File: src/rtl/key_press_decoder.sv
// Turns a debounced key level into press / short / long / repeat pulses
// plus a held level for the time-setting logic.
module key_press_decoder #(
    parameter logic        PRESS_LEVEL = 1'b0,
    parameter logic [23:0] LONG_CNT    = 24'd12_000_000,
    parameter logic [23:0] REPEAT_CNT  = 24'd3_000_000
) (
    input  logic i_clk,
    input  logic i_reset_n,
    input  logic i_key,
    output logic o_press,
    output logic o_short,
    output logic o_long,
    output logic o_repeat,
    output logic o_held
);

    localparam logic [1:0] S_ARM  = 2'd0;
    localparam logic [1:0] S_IDLE = 2'd1;
    localparam logic [1:0] S_HOLD = 2'd2;
    localparam logic [1:0] S_LONG = 2'd3;

    logic [1:0]  state_q, state_d;
    logic [23:0] cnt_q, cnt_d;
    logic        press_q, press_d;
    logic        short_q, short_d;
    logic        long_q, long_d;
    logic        repeat_q, repeat_d;
    logic        held_q, held_d;

    logic        pressed;
    logic [23:0] cnt_inc;

    assign pressed = (i_key == PRESS_LEVEL);
    assign cnt_inc = cnt_q + 24'd1;

    always_comb begin
        state_d  = state_q;
        cnt_d    = cnt_q;
        press_d  = 1'b0;
        short_d  = 1'b0;
        long_d   = 1'b0;
        repeat_d = 1'b0;
        held_d   = held_q;
        case (state_q)
            S_ARM: begin
                if (!pressed) begin
                    state_d = S_IDLE;
                end
            end
            S_IDLE: begin
                if (pressed) begin
                    state_d = S_HOLD;
                    press_d = 1'b1;
                    held_d  = 1'b1;
                    cnt_d   = 24'd1;
                end
            end
            S_HOLD: begin
                // release is tested first so it beats a coinciding threshold
                if (!pressed) begin
                    state_d = S_IDLE;
                    short_d = 1'b1;
                    held_d  = 1'b0;
                    cnt_d   = 24'd0;
                end else if (cnt_inc == LONG_CNT) begin
                    state_d = S_LONG;
                    long_d  = 1'b1;
                    cnt_d   = 24'd1;
                end else begin
                    cnt_d = cnt_inc;
                end
            end
            default: begin
                if (!pressed) begin
                    state_d = S_IDLE;
                    held_d  = 1'b0;
                    cnt_d   = 24'd0;
                end else if (cnt_q == REPEAT_CNT) begin
                    repeat_d = 1'b1;
                    cnt_d    = 24'd1;
                end else begin
                    cnt_d = cnt_inc;
                end
            end
        endcase
    end

    always_ff @(posedge i_clk or negedge i_reset_n) begin
        if (!i_reset_n) begin
            state_q  <= S_ARM;
            cnt_q    <= 24'd0;
            press_q  <= 1'b0;
            short_q  <= 1'b0;
            long_q   <= 1'b0;
            repeat_q <= 1'b0;
            held_q   <= 1'b0;
        end else begin
            state_q  <= state_d;
            cnt_q    <= cnt_d;
            press_q  <= press_d;
            short_q  <= short_d;
            long_q   <= long_d;
            repeat_q <= repeat_d;
            held_q   <= held_d;
        end
    end

    assign o_press  = press_q;
    assign o_short  = short_q;
    assign o_long   = long_q;
    assign o_repeat = repeat_q;
    assign o_held   = held_q;

endmodule

File: config.mk
export PLATFORM = sky130hd
export DESIGN_NAME = key_press_decoder
export DESIGN_NICKNAME = d
export VERILOG_FILES = /design/src/rtl/key_press_decoder.sv
export SDC_FILE = /design/constraint.sdc
export NUM_CORES = 1
export LEC_CHECK = 0
export ABC_AREA = 1
export CAP_MARGIN = 20
export CORE_MARGIN = 4
export CORE_UTILIZATION = 55
export DETAILED_ROUTE_END_ITERATION = 8
export GPL_ROUTABILITY_DRIVEN = 1
export HOLD_SLACK_MARGIN = 0.08
export PLACE_DENSITY = 0.72
export SLEW_MARGIN = 20
export SYNTH_ARGS = -nofsm -noshare
export SYNTH_HDL_FRONTEND = slang
export SYNTH_SLANG_ARGS = --single-unit
File: constraint.sdc
create_clock -name i_clk -period 2.3 [get_ports i_clk]
set_input_delay 0.23 -clock i_clk [delete_from_list [all_inputs] [get_ports i_clk]]
set_output_delay 0.23 -clock i_clk [all_outputs]
set_load 0.03 [all_outputs]
==> flow_metrics.tcl <==
set metrics [dict create \
    globalRouteOverflowTotal 0 \
    fillers 380 \
    initial_core_util_pct 56.7 \
    vias 2296 \
    drtIter0Drc 176 \
    dieArea_mm2 0.00562 \
    layout-drive-gt1-share_pct 20.6 \
    drc 0 \
    worst-path-max-fanout 9 \
    critPathKind "reg2reg" \
    stdcell_count 421 \
    dp_hpwl_um 4390 \
    final.period_utilization_pct 93.8 \
    gp_congestion 0.910 \
    avgRoutedWirePerCell_um 14.4 \
    antennaDiodeCount 0 \
    ys_ff_latch 31 \
    grt_pass1_vias 2210 \
    vias_per_cell 5.45 \
    startpoint_type "flip-flop" \
    cts_buffers 5 \
    antenna_found_initial 0 \
    synth-seq-area-share_pct 31.4 \
    track_usage_pct 23.8 \
    cts-root-buf "clkbuf_8" \
    required_ps 2510 \
    worstMarginPinSlew_ps 416 \
    final_antenna_net_count 0 \
    worstHoldPathType "in2async" \
    maxSlewHeadroom_pct 72.2 \
    max_cap_violations 0 \
    syn_area_mm2 0.00247 \
    portBuffers 7 \
    avgSynthCellArea_um2 7.01 \
    fmax_mhz 464 \
    num_io_pins 8 \
    syn_to_final_growth_pct 12.2 \
    synth.distinct_cells 31 \
    finalWirelength_um 6060 \
    firstDrtPassIters 4 \
    fin_skew_ps 2.95 \
    cts_tree "yes" \
    yosys.area.top_type "dfrtp_1" \
    p_leak_nw 1.28 \
    grt_max_degree 32 \
    placed_cells 412 \
    chipHeight_um 75.0 \
    status "finished clean" \
    yosys_warnings 0 \
    nets 378 \
    syn_nets 362 \
    hold_buffers 0 \
    synth_top_area_share_pct 31.4 \
    row_count 24 \
    min_period_ps 2160 \
    ctsResizeCount 0 \
    clkTransAtPathRegs_ps 60 \
    h-tree-depth 2 \
    cp-end-kind "flip-flop" \
    postSynthCellCount 352 \
    die_x_um 75.0 \
    grt_pass1_wl_um 10100 \
    cp_data_arrival_time_ps 2370 \
    setup_viol 0 \
    ir_drop_uv 847 \
    fin_util_pct 63.6 \
    finalPower_mw 2.09 \
    clk_latency_ps 290 \
    ys_top_cells_by_area "dfrtp_1, nand2_1, inv_1" \
    clkSinkCount 31 \
    coreArea_mm2 0.00435 \
    post-cts-setup-buffers 0 \
    powerDensity_mw_per_mm2 754 \
    maxSlewViolCount 0 \
    cts_buffer_depth 2 \
    final-hold-violation-count 0 \
]
==> routing by layer <==
layer  GRT usage (%)  vias to the layer above  share of wire (%)
li1                -                     1152                  -
met1            31.7                     1083                 48
met2            36.4                       52                 46
met3            4.94                        9                3.7
met4            12.1                        0                2.2
met5               0                        -                  0
==> synthesized netlist by cell type (all sizes together) <==
library cell and instances:
dfrtp 31, nor2 52, nand4 13, nor4 1
o21ai 14, nand2 130, xor2 3, clkinv 1
nor3 2, o211ai 4, nand3 37, o21bai 1
inv 41, o2111ai 1, a21oi 5, clkbuf 3
ha 7, nand3b 2, buf 4
==> through the flow <==
stage	worst slack, ps	area, µm²	hold slack [ps]	TNS, ps
detailed placement	124	2610	482	0
CTS	104	2690	346	0
floorplan	267	2470	-65.6	0
finish	144	2770	333	0
global placement	141	2610	480	0
global route	-5.34	2770	364	-17.5
==> layout make-up <==
type,instances,area (µm²),share of cell area (%)
tap,52,65.1,2.35
inverter,42,158,5.70
clock buffer,7,76.3,2.76
clock inverter,1,5.00,0.181
timing repair buffer,15,130,4.70
sequential,31,777,28.1
multi-input combinational,273,1560,56.2
==> worst paths after layout <==
check                      startpoint          to  slack (ps)  cells past startpoint
max                          cnt_q[0]  state_q[1]         140                     13
min                         i_reset_n   cnt_q[10]         330                      2
max reg2reg                  cnt_q[0]  state_q[1]         140                     13
min reg2reg                    o_held      o_held         510                      2
max in group asynchronous   i_reset_n    cnt_q[2]        1670                      2
min in group i_clk             o_held      o_held         510                      2
==> worst max-delay path, cell delays in order, from the launching register on <==
cell and delay, ps:
dfrtp_1 410, buf_4 180, inv_2 60, nor2_4 190, nand2_4 120, nor2_8 160, nand3_2 60, nand2_1 140
nand3_1 100, nor2_2 110, nand3_2 90, nand2_4 150, nand2_8 110, o21ai_0 190
==> logic make-up (layout without fill, tap and decap cells) <==
group	count (synthesis)	after routing	share of synthesized area, %
AND/OR/NAND/NOR	237	238	49.3
buffers and inverters	49	65	8.42
flip-flops	31	31	31.4
adder cells (fa/ha/maj)	7	7	3.55
XOR/XNOR	3	3	1.37
AO/OA/AOI/OAI	25	25	5.88
==> registers in the layout, indices dropped and copies added (netlist names) <==
register and flops:
o_held 1, o_long 1, cnt_q 24, o_press 1, state_q 2, o_repeat 1, o_short 1
==> report_power, final <==
part | internal (mW) | total [mW] | switching, mW
sequential | 0.601 | 0.657 | 0.0560
combinational | 0.302 | 1.01 | 0.712
clock | 0.212 | 0.416 | 0.204
total | 1.11 | 2.09 | 0.972
==> cell usage in the layout (no fill, tap or decap), types with 4 or more instances in the layout <==
master	Yosys	layout
nand2_2	19	19
o211ai_1	4	4
inv_1	40	40
clkbuf_8	0	5
ha_1	7	6
buf_4	1	8
nand3_1	23	22
o21ai_0	12	11
nand3_2	14	15
nand2_1	108	107
nor2_4	8	9
dfrtp_1	31	30
nand4_1	13	13
nor2_2	8	8
a21oi_1	5	5
clkdlybuf4s50_1	0	7
nor2_1	35	34
No activity file was read; power rests on OpenSTA's default activity.
==> variant, RTL diff (same flow settings) <==
`REPEAT_CNT`: 24'd3_000_000 -> 24'd2097152.
--- a/src/rtl/key_press_decoder.sv
+++ b/src/rtl/key_press_decoder.sv
@@ -3,7 +3,7 @@
 module key_press_decoder #(
     parameter logic        PRESS_LEVEL = 1'b0,
     parameter logic [23:0] LONG_CNT    = 24'd12_000_000,
-    parameter logic [23:0] REPEAT_CNT  = 24'd3_000_000
+    parameter logic [23:0] REPEAT_CNT  = 24'd2097152
 ) (
     input  logic i_clk,
     input  logic i_reset_n,
Check against the original RTL: same outputs for any inputs over 10 cycles, from zero or initial values and one cycle with i_reset_n low; that may be too few to reach the edited logic, so the function may still have changed.
==> variant against the original RTL <==
  * Hold slack improved by 2.0 ps
  * Routed wire length fell by 6.0%
  * Sequential share of layout area grew 1.3 points
  * Power shrank 0.27%
  * Sequential cell count did not move
  * Synthesized cell count fell by 2.3%
  * Largest cell class unchanged
  * Highest routed layer unchanged
  * Setup slack worse by 45 ps
  * Die area down 3.2%
  * Area after synthesis down 3.6%
  * Design area decreased by 4.5%
  * First-iteration DRC count increased by 18%
==> variant: results <==
[yosys]
synth.distinct_cells = 26
synth_commonest_cells = "nand2_1, inv_1, dfrtp_1"
ys_seq_area_share_pct = 32.6
synth_area_per_cell_um2 = 6.91
syn_nets = 354
synthTopCellsByArea = "dfrtp_1, nand2_1, inv_1"

[cells_and_area]
non_clock_buffer_area_share_pct = 5.21
inv_count = 50
n_all_buffers = 16
multi_input_area_um2 = 1390
clk_share_pct = 3.31
n_fill_cell = 377
multi_input_cells = 254
seq_share_pct = 29.3
drive_gt1_share_pct = 15.9
multi_input_area_share_pct = 52.7
finalNetCount = 368
nClkBuffers = 6

[placement]
pre_cts_slack_ps = 113
placed_area_um2 = 2530
place_inst = 401
place_congestion = 0.925
post-dp-hpwl_mm = 4.20

[routing]
wl_met3_um = 353
dr_wl_met2_mm = 2.71
post_drt_wl_per_cell_um = 14.0
routedLengthMet1_mm = 2.58
vias = 2272
drt_iter0_drc = 208
vias_per_cell = 5.57

[global_route]
grt_pass1_vias = 2038
grt_pass1_wl_mm = 9.52

[critical_path]
r2r_slack_ps = 100
r2r_end = "cnt_q[1]$_DFFE_PN0P_"
timing.rr.start = "cnt_q[2]$_DFFE_PN0P_"
crit_path_end = "cnt_q[1]$_DFFE_PN0P_"
path_max_fanout = 13
cp-startpoint = "cnt_q[2]$_DFFE_PN0P_"
slowest_delay_ps = 530

[cts]
cts_root_buf = "clkbuf_8"

[sta]
finClkSkew_ps = 8.28
worstMarginPinSlew_ps = 410
fmax_mhz = 454
hold-worst-slack_ps = 335

[power_and_ir_drop]
p_comb_share_pct = 47.4
seqPwrFrac_pct = 31.6
comb-power_mw = 0.987
p_sw_mw = 0.950
ir_drop_uv = 350
power.leakage_nw = 1.31

[floorplanning]
tap_cells = 50

[status]
status = "completed"
variant: cell types whose count changed after synthesis, moves of 3 or more:
cell       delta
nand2_2      -14
o2111ai_1    +10
nand4_1       -6
inv_1         +5
nor2_1        -5
inv_2         +4
nand3_2       -4
clkbuf_1      +3
nor2_4        -3
o211ai_1      -3
o21ai_0       +3
o21ai_1       +3
variant: cells by family after synthesis:
| family | after synthesis | synth area share, % |
|---|---|---|
| compound gates | 38 | 10.0 |
| xor+xnor | 2 | 0.737 |
| fa+ha+maj | 7 | 3.68 |
| buf+inv | 59 | 9.94 |
| flops | 31 | 32.6 |
| simple gates | 207 | 43.0 |
variant: worst max-delay path, delay by kind of cell, from the launching register on:
kind / cells / cell delay, ps
simple gates: 12 / 1400
compound gates: 1 / 130
flops: 1 / 530
variant: metal layers:
metal / track usage (%) / vias to the layer above
met5: 0 / -
li1: - / 1136
met3: 4.51 / 7
met2: 36.4 / 66
met4: 8.65 / 0
met1: 30.5 / 1063
